<file path="src/rtl/road_pixel_gen.sv">
// Road pixel decoder: latches the road edge per frame, flags road/edge/stripe pixels
// and tracks off-road car pixels into a sticky crash flag. ROAD_DASH_EN selects a scrolling dashed stripe.
module road_pixel_gen #(
  parameter int unsigned ROAD_W     = 160,
  parameter int unsigned EDGE_W     = 8,
  parameter int unsigned STRIPE_W   = 4,
  parameter int unsigned DASH_LEN   = 16,
  parameter int unsigned DASH_SPEED = 2,
  parameter int unsigned HIT_THRESH = 4
) (
  input  logic        clk,
  input  logic        reset,
  input  logic        frame,
  input  logic        active,
  input  logic [15:0] h_pix,
  input  logic [15:0] v_pix,
  input  logic [15:0] road_h_address,
  input  logic        car_pix,
  input  logic        dash_run,
  input  logic        crash_clr,
  output logic [15:0] road_left_q,
  output logic        road_px,
  output logic        edge_px,
  output logic        stripe_px,
  output logic        crash
);

  typedef enum logic {NORMAL, CRASHED} state_t;

  state_t      state_q;
  logic [7:0]  offcnt_q;
  logic        road_q, edge_q, stripe_q;

  logic [16:0] right_w;
  logic [15:0] right;
  logic [16:0] band_lo, band_hi;
  logic        inroad, edge_w, band, dash_on, hit;

  // Right edge is formed at 17 bits so a road near the top of the range clips instead of wrapping.
  always_comb begin
    right_w = {1'b0, road_left_q} + 17'(ROAD_W) - 17'd1;
    right   = right_w[16] ? 16'hFFFF : right_w[15:0];
    band_lo = {1'b0, road_left_q} + 17'(ROAD_W / 2 - STRIPE_W / 2);
    band_hi = {1'b0, road_left_q} + 17'(ROAD_W / 2 + STRIPE_W / 2);
  end

  always_comb begin
    inroad = active && (h_pix >= road_left_q) && (h_pix <= right);
    edge_w = inroad && ((16'(h_pix - road_left_q) < 16'(EDGE_W)) ||
                        (16'(right - h_pix) < 16'(EDGE_W)));
    band   = ({1'b0, h_pix} >= band_lo) && ({1'b0, h_pix} < band_hi);
    hit    = active && car_pix && !inroad;
  end

`ifdef ROAD_DASH_EN
  logic [6:0]  dash_ofs_q;
  logic [16:0] dash_sum;

  always_comb begin
    dash_sum = ({1'b0, v_pix} + {10'b0, dash_ofs_q}) & 17'(2 * DASH_LEN - 1);
    dash_on  = dash_sum < 17'(DASH_LEN);
  end

  // 2*DASH_LEN divides 128, so wrapping the 7-bit add first keeps the modulo exact.
  always_ff @(posedge clk or negedge reset) begin
    if (!reset) begin
      dash_ofs_q <= '0;
    end else if (frame && dash_run) begin
      dash_ofs_q <= 7'(dash_ofs_q + 7'(DASH_SPEED)) & 7'(2 * DASH_LEN - 1);
    end
  end
`else
  logic unused_nodash;
  assign dash_on       = 1'b1;
  assign unused_nodash = dash_run ^ (^v_pix);
`endif

  logic unused_addr_lsb;
  assign unused_addr_lsb = road_h_address[0];

  always_ff @(posedge clk or negedge reset) begin
    if (!reset) begin
      road_left_q <= '0;
      road_q      <= 1'b0;
      edge_q      <= 1'b0;
      stripe_q    <= 1'b0;
    end else begin
      if (frame) begin
        road_left_q <= {road_h_address[15:1], 1'b0};
      end
      road_q   <= inroad;
      edge_q   <= edge_w;
      stripe_q <= inroad && !edge_w && band && dash_on;
    end
  end

  // A crashing frame takes priority over a coincident clear; the frame-cycle hit seeds the next count.
  always_ff @(posedge clk or negedge reset) begin
    if (!reset) begin
      state_q  <= NORMAL;
      offcnt_q <= '0;
    end else if (frame) begin
      offcnt_q <= hit ? 8'd1 : 8'd0;
      if (offcnt_q >= 8'(HIT_THRESH)) begin
        state_q <= CRASHED;
      end else if (crash_clr) begin
        state_q <= NORMAL;
      end
    end else begin
      if (hit && (offcnt_q != 8'hFF)) begin
        offcnt_q <= offcnt_q + 8'd1;
      end
      if (crash_clr) begin
        state_q <= NORMAL;
      end
    end
  end

  assign road_px   = road_q;
  assign edge_px   = edge_q;
  assign stripe_px = stripe_q;
  assign crash     = (state_q == CRASHED);

endmodule

</file>
<file path="config.mk">
export PLATFORM = sky130hd
export DESIGN_NAME = road_pixel_gen
export DESIGN_NICKNAME = d
export VERILOG_FILES = /design/src/rtl/road_pixel_gen.sv
export SDC_FILE = /design/constraint.sdc
export NUM_CORES = 1
export LEC_CHECK = 0
export CORE_MARGIN = 2
export CORE_UTILIZATION = 49
export DETAILED_ROUTE_END_ITERATION = 10
export PLACE_DENSITY_LB_ADDON = 0.15
export SLEW_MARGIN = 10
export SYNTH_ARGS = -nofsm -noshare
export SYNTH_HDL_FRONTEND = slang
export SYNTH_SLANG_ARGS = --single-unit
export TNS_END_PERCENT = 100
</file>
<file path="constraint.sdc">
create_clock -name clk -period 11.4 [get_ports clk]
set_clock_uncertainty 0.05 [all_clocks]
set_input_delay 1.14 -clock clk [delete_from_list [all_inputs] [get_ports clk]]
set_output_delay 1.14 -clock clk [all_outputs]
set_load 0.01 [all_outputs]
</file>
# Word-level counts from Yosys, hierarchy flattened
# Cells that the tools add are included.
[totals] regBits=27 elab_cells=41
[op_classes] addsub=7 n_lt_le_gt_ge=7 n_eq_ne=1 mux=7 reduce_logical=13
[ops] op="16-bit by 7-bit adder with 17-bit output (second input constant)" n=2
[ops] op="16-bit by 4-bit < comparator with 1-bit output (second input constant)" n=2
[ops] op="16-bit subtractor" n=2
[ops] op="16-bit by 8-bit adder with 17-bit output (second input constant)" n=1
[ops] op="16-bit by 17-bit greater-or-equal comparator with 1-bit output" n=1
[ops] op="16-bit by 17-bit < comparator with 1-bit output" n=1
[ops] op="17-bit by 1-bit subtractor with 17-bit output (second input constant)" n=1
[ops] op="16-bit greater-or-equal comparator" n=1
[ops] op="16-bit <= comparator" n=1
[ops] op="16-bit two-way mux" n=1
[ops] op="8-bit two-way mux" n=2
[ops] op="1-bit logical AND" n=9
[ops] op="8-bit by 1-bit adder with 8-bit output (second input constant)" n=1
[ops] op="8-bit by 3-bit greater-or-equal comparator with 1-bit output (second input constant)" n=1
[ops] op="8-bit != test (second input constant)" n=1
[ops] op="1-bit two-way mux" n=4
[ops] op="1-bit zero test" n=2
[ops] op="2-bit nonzero test" n=1
[ops] op="1-bit logical OR" n=1

# Logic depth before layout (Yosys ltp)
[logic_depth] depth_word=10 mapped_depth=19

# Worst setup path after synthesis
# Ideal clock, no wire load.
[synth_timing] path_type="flip-flop to flip-flop" startpoint="register road_left_q[1]" endpoint="register stripe_q, in the netlist stripe_px" setup_ns=0.121 arrival_ns=3.878 required_ns=11.229 setup_slack_ns=7.351 stages_incl_launch_ff=19 n_path_buf=1 period_less_slack_ns=4.049 path_cell_list="dfrtp_1 inv_1 ha_1 nor3b_1 nor3_1 o21ai_0 nor3_1 nand3_1 xnor2_1 nand2_1 ha_1 clkbuf_1 a21oi_1 o21a_1 o21ai_0 or4_1 nor4_1 nand4_1 and4bb_1"
[synth_via] elab_chain_cells=10 word_cells_on_any_way=21 classes_between="add/sub: 6; order compare: 6; mux: 1; reduce/logical: 8"
[synth_rtl] element="start, declared" line="21" source="output logic [15:0] road_left_q,"
[synth_rtl] element="start signal, assigned" line="89" source="road_left_q <= {road_h_address[15:1], 1'b0};"
[synth_rtl] element="16-bit by 8-bit adder with 17-bit output" line="41" source="right_w = {1'b0, road_left_q} + 17'(ROAD_W) - 17'd1;"
[synth_rtl] element="17-bit by 1-bit subtractor with 17-bit output" line="41"
[synth_rtl] element="16-bit two-way mux" line="42" source="right = right_w[16] ? 16'hFFFF : right_w[15:0];"
[synth_rtl] element="16-bit subtractor" line="50" source="(16'(right - h_pix) < 16'(EDGE_W)));"
[synth_rtl] element="16-bit by 4-bit < comparator with 1-bit output" line="50"
[synth_rtl] element="1-bit logical OR" line="49" source="edge_w = inroad && ((16'(h_pix - road_left_q) < 16'(EDGE_W)) ||"
[synth_rtl] element="1-bit logical AND" line="49"
[synth_rtl] element="1-bit zero test" line="93" source="stripe_q <= inroad && !edge_w && band && dash_on;"
[synth_rtl] element="1-bit logical AND" line="93"
[synth_rtl] element="1-bit logical AND *" line="93"
[synth_rtl] element="end signal, assigned" line="93"
[synth_rtl] element="end, declared" line="32" source="logic road_q, edge_q, stripe_q;"
# Mark *: on every way between the ends. The rest lies on a longest branch, timed or not.
# A chain may end at the register's enable or synchronous reset.

# Final worst setup path
# Ends and elaborated chain as after synthesis.

==> results.rst <==
.. list-table::
   :header-rows: 1

   * - Metric
     - Value
   * - Outcome
     - completed
   * - Launching element type of the critical path
     - flop
   * - Post-route cell area
     - 4830 um2
   * - Clock root buffer master
     - sky130_fd_sc_hd__clkbuf_8
   * - Routed length per instance
     - 17.0 um
   * - Number of global-route vias before repair
     - 3966
   * - Min Tclk post-route
     - 5.07 ns
   * - Area of the die
     - 9290 um2
   * - Final Setup Violations
     - 0
   * - Fillers
     - 807
   * - Power Density
     - 92.2 nW/um2
   * - Post-synthesis instance total
     - 564
   * - Number of register bits inferred by synthesis
     - 27
   * - R2r worst-path depth
     - 17
   * - Post-synthesis async set-or-reset flop share
     - 1.00
   * - Final RePlAce weighted congestion
     - 0.898
   * - Crit path capture type
     - flop
   * - Final worst-path cycle share
     - 0.445
   * - Final Hold Fails
     - 0
   * - Total setup buffers inserted after CTS
     - 0
   * - Maximum buffer depth of the clock tree
     - 2
   * - Share of layout cells above drive strength 1
     - 0.0331
   * - Critical-path maximum fanout
     - 9
   * - Met2 wire len
     - 5820 um
   * - Layout overhead on the synthesized area
     - 15.4%
   * - Via total after detailed routing
     - 4251
   * - Upper clock frequency limit
     - 197 MHz
   * - Synthesis warning total
     - 0
   * - Source of the worst hold timing path
     - crash
   * - Critical path destination
     - stripe_px
   * - EDFF count, synth
     - 0
   * - Port bufs
     - 55
   * - Min-delay worst type
     - flop to flop
   * - Mapped Nets
     - 683
   * - Post-Route Setup TNS
     - 0 ns
   * - Sinks on Clock Net
     - 27
   * - Static leakage power
     - 2.11 nW
   * - Via-per-instance ratio
     - 6.00
   * - Total routing resource utilization after global routing
     - 0.261
   * - Initial Util
     - 0.506
   * - Worst relative slew slack
     - 0.324
   * - Synthesized cell area
     - 4180 um2
   * - Top routing layer used
     - met4
   * - Max-capacitance violation count
     - 0
   * - Estimated wirelength of the detail-placed design
     - 9980 um
   * - Drt first pass iters
     - 7
   * - Synthesized area divided by synthesized cell count
     - 7.41 um2
   * - Count of nets left with antenna violations after detail routing
     - 0
   * - Die extent in y
     - 96.4 um
   * - Core Util, Final
     - 0.584
   * - Number of ports placed on the die boundary
     - 75
   * - Sum of routed wire length over all layers
     - 12100 um
   * - Reg2reg setup slack
     - 6.33 ns
   * - Initial detailed-routing violation count
     - 186
   * - Worst-case vdd ir drop
     - 0.0776 mV
   * - End of the worst register-to-register path
     - stripe_px
   * - Worst reg2reg startpoint
     - road_left_q[1]
   * - GRT Residual Overflow
     - 0
   * - Wire length of the first global-routing pass
     - 18900 um
   * - Total count of max-transition violations in the final report
     - 0
   * - RSZ-0062 raised after global routing
     - false
   * - # hold bufs at CTS
     - 0
   * - Routed length on met1
     - 5440 um
   * - Clock-pin slew reported for the worst setup and hold paths after clock tree synthesis
     - 0.10 ns
   * - Post-synth top flop
     - sky130_fd_sc_hd__dfrtp_1
   * - Core Rows
     - 33
   * - Endpoint required time on the critical path
     - 11.53 ns
   * - Core ar.
     - 8260 um2
   * - Min Hold Slack
     - 0.498 ns
   * - Area post-placement
     - 4780 um2
   * - Worst-Skew Late Latency
     - 0.28 ns
   * - Largest net degree at the start of global routing
     - 46
   * - Clock H-tree levels
     - 1
   * - TritonCTS clock tree
     - built
   * - Slew at the pin closest to its max-slew limit
     - 0.989 ns
   * - Diode insertion count for antenna repair
     - 0
   * - Critical Setup Path Class
     - flop to flop
   * - # nets final
     - 724
   * - Width of the die
     - 96.4 um
   * - Fraction of the yosys area taken by sequential cells
     - 0.162
   * - Remaining design rule violation count
     - 0
   * - Number of different library cells in the post-synthesis netlist
     - 68
   * - Arr. time, crit path
     - 5.20 ns
   * - Detailed-routed wire length on met3
     - 553 um
   * - PostCTS Resize Cnt
     - 0
   * - Number of buffers created by CTS
     - 3
   * - Antenna violations before repair
     - 0
   * - Launch point of the critical path
     - road_left_q[1]
flip-flops by register name, summed over array words and instances, names as in the netlist:
signal and flops:
crash 1, road_px 1, edge_px 1, offcnt_q 8, road_left_q 15, stripe_px 1
routing by layer:
| metal | up-vias | GRT usage |
|---|---|---|
| met4 | 0 | 0.0646 |
| met1 | 1972 | 0.349 |
| li1 | 2110 | - |
| met2 | 150 | 0.459 |
| met3 | 19 | 0.0155 |
| met5 | - | 0 |
layout by cell type, fill, tap and decap left out, types with 3 or more instances in the layout:
cell type,n
sky130_fd_sc_hd__xnor2_1,36
sky130_fd_sc_hd__dfrtp_1,27
sky130_fd_sc_hd__nand2_1,58
sky130_fd_sc_hd__o211ai_1,7
sky130_fd_sc_hd__nor2b_1,11
sky130_fd_sc_hd__o31ai_1,5
sky130_fd_sc_hd__o21bai_1,3
sky130_fd_sc_hd__a31oi_1,3
sky130_fd_sc_hd__mux2i_1,3
sky130_fd_sc_hd__o21ai_1,5
sky130_fd_sc_hd__a21o_1,7
sky130_fd_sc_hd__and3_1,5
sky130_fd_sc_hd__mux2_1,4
sky130_fd_sc_hd__a211oi_1,8
sky130_fd_sc_hd__ha_1,64
sky130_fd_sc_hd__a22oi_1,3
sky130_fd_sc_hd__or4_1,4
sky130_fd_sc_hd__nor4_1,3
sky130_fd_sc_hd__clkdlybuf4s50_1,55
sky130_fd_sc_hd__o21ai_0,41
sky130_fd_sc_hd__and2_1,4
sky130_fd_sc_hd__nand2b_1,8
sky130_fd_sc_hd__clkbuf_8,3
sky130_fd_sc_hd__or2_2,4
sky130_fd_sc_hd__inv_1,46
sky130_fd_sc_hd__nor3_1,18
sky130_fd_sc_hd__a21oi_1,46
sky130_fd_sc_hd__or3_1,4
sky130_fd_sc_hd__nand4_1,10
sky130_fd_sc_hd__o21a_1,5
sky130_fd_sc_hd__nor2_1,36
sky130_fd_sc_hd__nand3_1,23
worst min-delay path by stage:
| stage | to | slack, ns | cells after the start |
|---|---|---|---|
| 4_1_cts | crash | 0.50 | 2 |
| 5_1_grt | crash | 0.56 | 2 |
| 3_5_place_dp | crash | 0.48 | 2 |
| 6_report | crash | 0.50 | 2 |
| 3_3_place_gp | crash | 0.48 | 2 |
| 2_1_floorplan | crash | 0.45 | 2 |
stage by stage:
stage / cells / total power, mW / worst slack [ns]
after global placement: 705 / 0.376 / 6.54
after CTS: 709 / 0.442 / 6.44
after detailed placement: 705 / 0.384 / 6.45
after floorplan: 564 / 0.304 / 7.35
final: 709 / 0.445 / 6.33
after global routing: 709 / 0.480 / 6.11
report_power, final:
group	leakage [nW]	switching [mW]	internal [mW]
Combinational	1.73	0.156	0.117
Clock	0.0255	0.0327	0.0246
Sequential	0.348	0.0129	0.101
logic make-up (layout without fill, tap and decap cells):
kind of cell,Yosys count,after routing,synth area share
compound gates,157,157,0.238
buf+inv,69,109,0.0667
fa+ha+maj,64,64,0.192
xor+xnor,37,37,0.0775
simple gates,201,201,0.242
mux,8,8,0.0215
flops,27,27,0.162
other cells,1,1,0.000897
final cells by class:
class	count	area (um2)	share of cell area
inverters	48	180	0.0373
repair buffers	57	566	0.117
clock buffers	3	41.3	0.00856
multi-input cells	468	3230	0.669
flip-flops and latches	27	676	0.140
clock inverters	1	5.00	0.00104
well taps	105	131	0.0272
critical path, cell delays in order (launching register included):
cell,delay (ns)
sky130_fd_sc_hd__dfrtp_1,0.53
sky130_fd_sc_hd__inv_1,0.15
sky130_fd_sc_hd__ha_1,0.26
sky130_fd_sc_hd__nor3b_1,0.18
sky130_fd_sc_hd__nor3_1,0.24
sky130_fd_sc_hd__o21ai_0,0.18
sky130_fd_sc_hd__nor3_1,0.44
sky130_fd_sc_hd__nand3_1,0.18
sky130_fd_sc_hd__xnor2_1,0.17
sky130_fd_sc_hd__nand2_1,0.08
sky130_fd_sc_hd__ha_1,0.40
sky130_fd_sc_hd__a21oi_1,0.27
sky130_fd_sc_hd__o21a_1,0.21
sky130_fd_sc_hd__o21ai_0,0.13
sky130_fd_sc_hd__or4_1,0.50
sky130_fd_sc_hd__nor4_1,0.40
sky130_fd_sc_hd__nand4_1,0.30
sky130_fd_sc_hd__and4bb_1,0.29
synthesized netlist by cell type (all sizes together), types with 4 or more instances:
cell / number / share of area
a211oi: 9 / 0.017
o21ai: 46 / 0.055
nor3: 19 / 0.024
ha: 64 / 0.19
o21a: 5 / 0.0090
and3: 5 / 0.0075
and2: 4 / 0.0060
nor2b: 11 / 0.016
nand4: 10 / 0.015
nor2: 36 / 0.032
nand2: 58 / 0.052
or4: 4 / 0.0072
a21o: 7 / 0.013
nand3: 24 / 0.030
o211ai: 8 / 0.016
xnor2: 36 / 0.075
mux2: 5 / 0.014
inv: 48 / 0.043
a21oi: 46 / 0.055
o31ai: 5 / 0.0090
clkbuf: 19 / 0.017
nand2b: 8 / 0.012
or2: 4 / 0.0060
or3: 4 / 0.0060
dfrtp: 27 / 0.16
(Power assumes the default switching activity.)
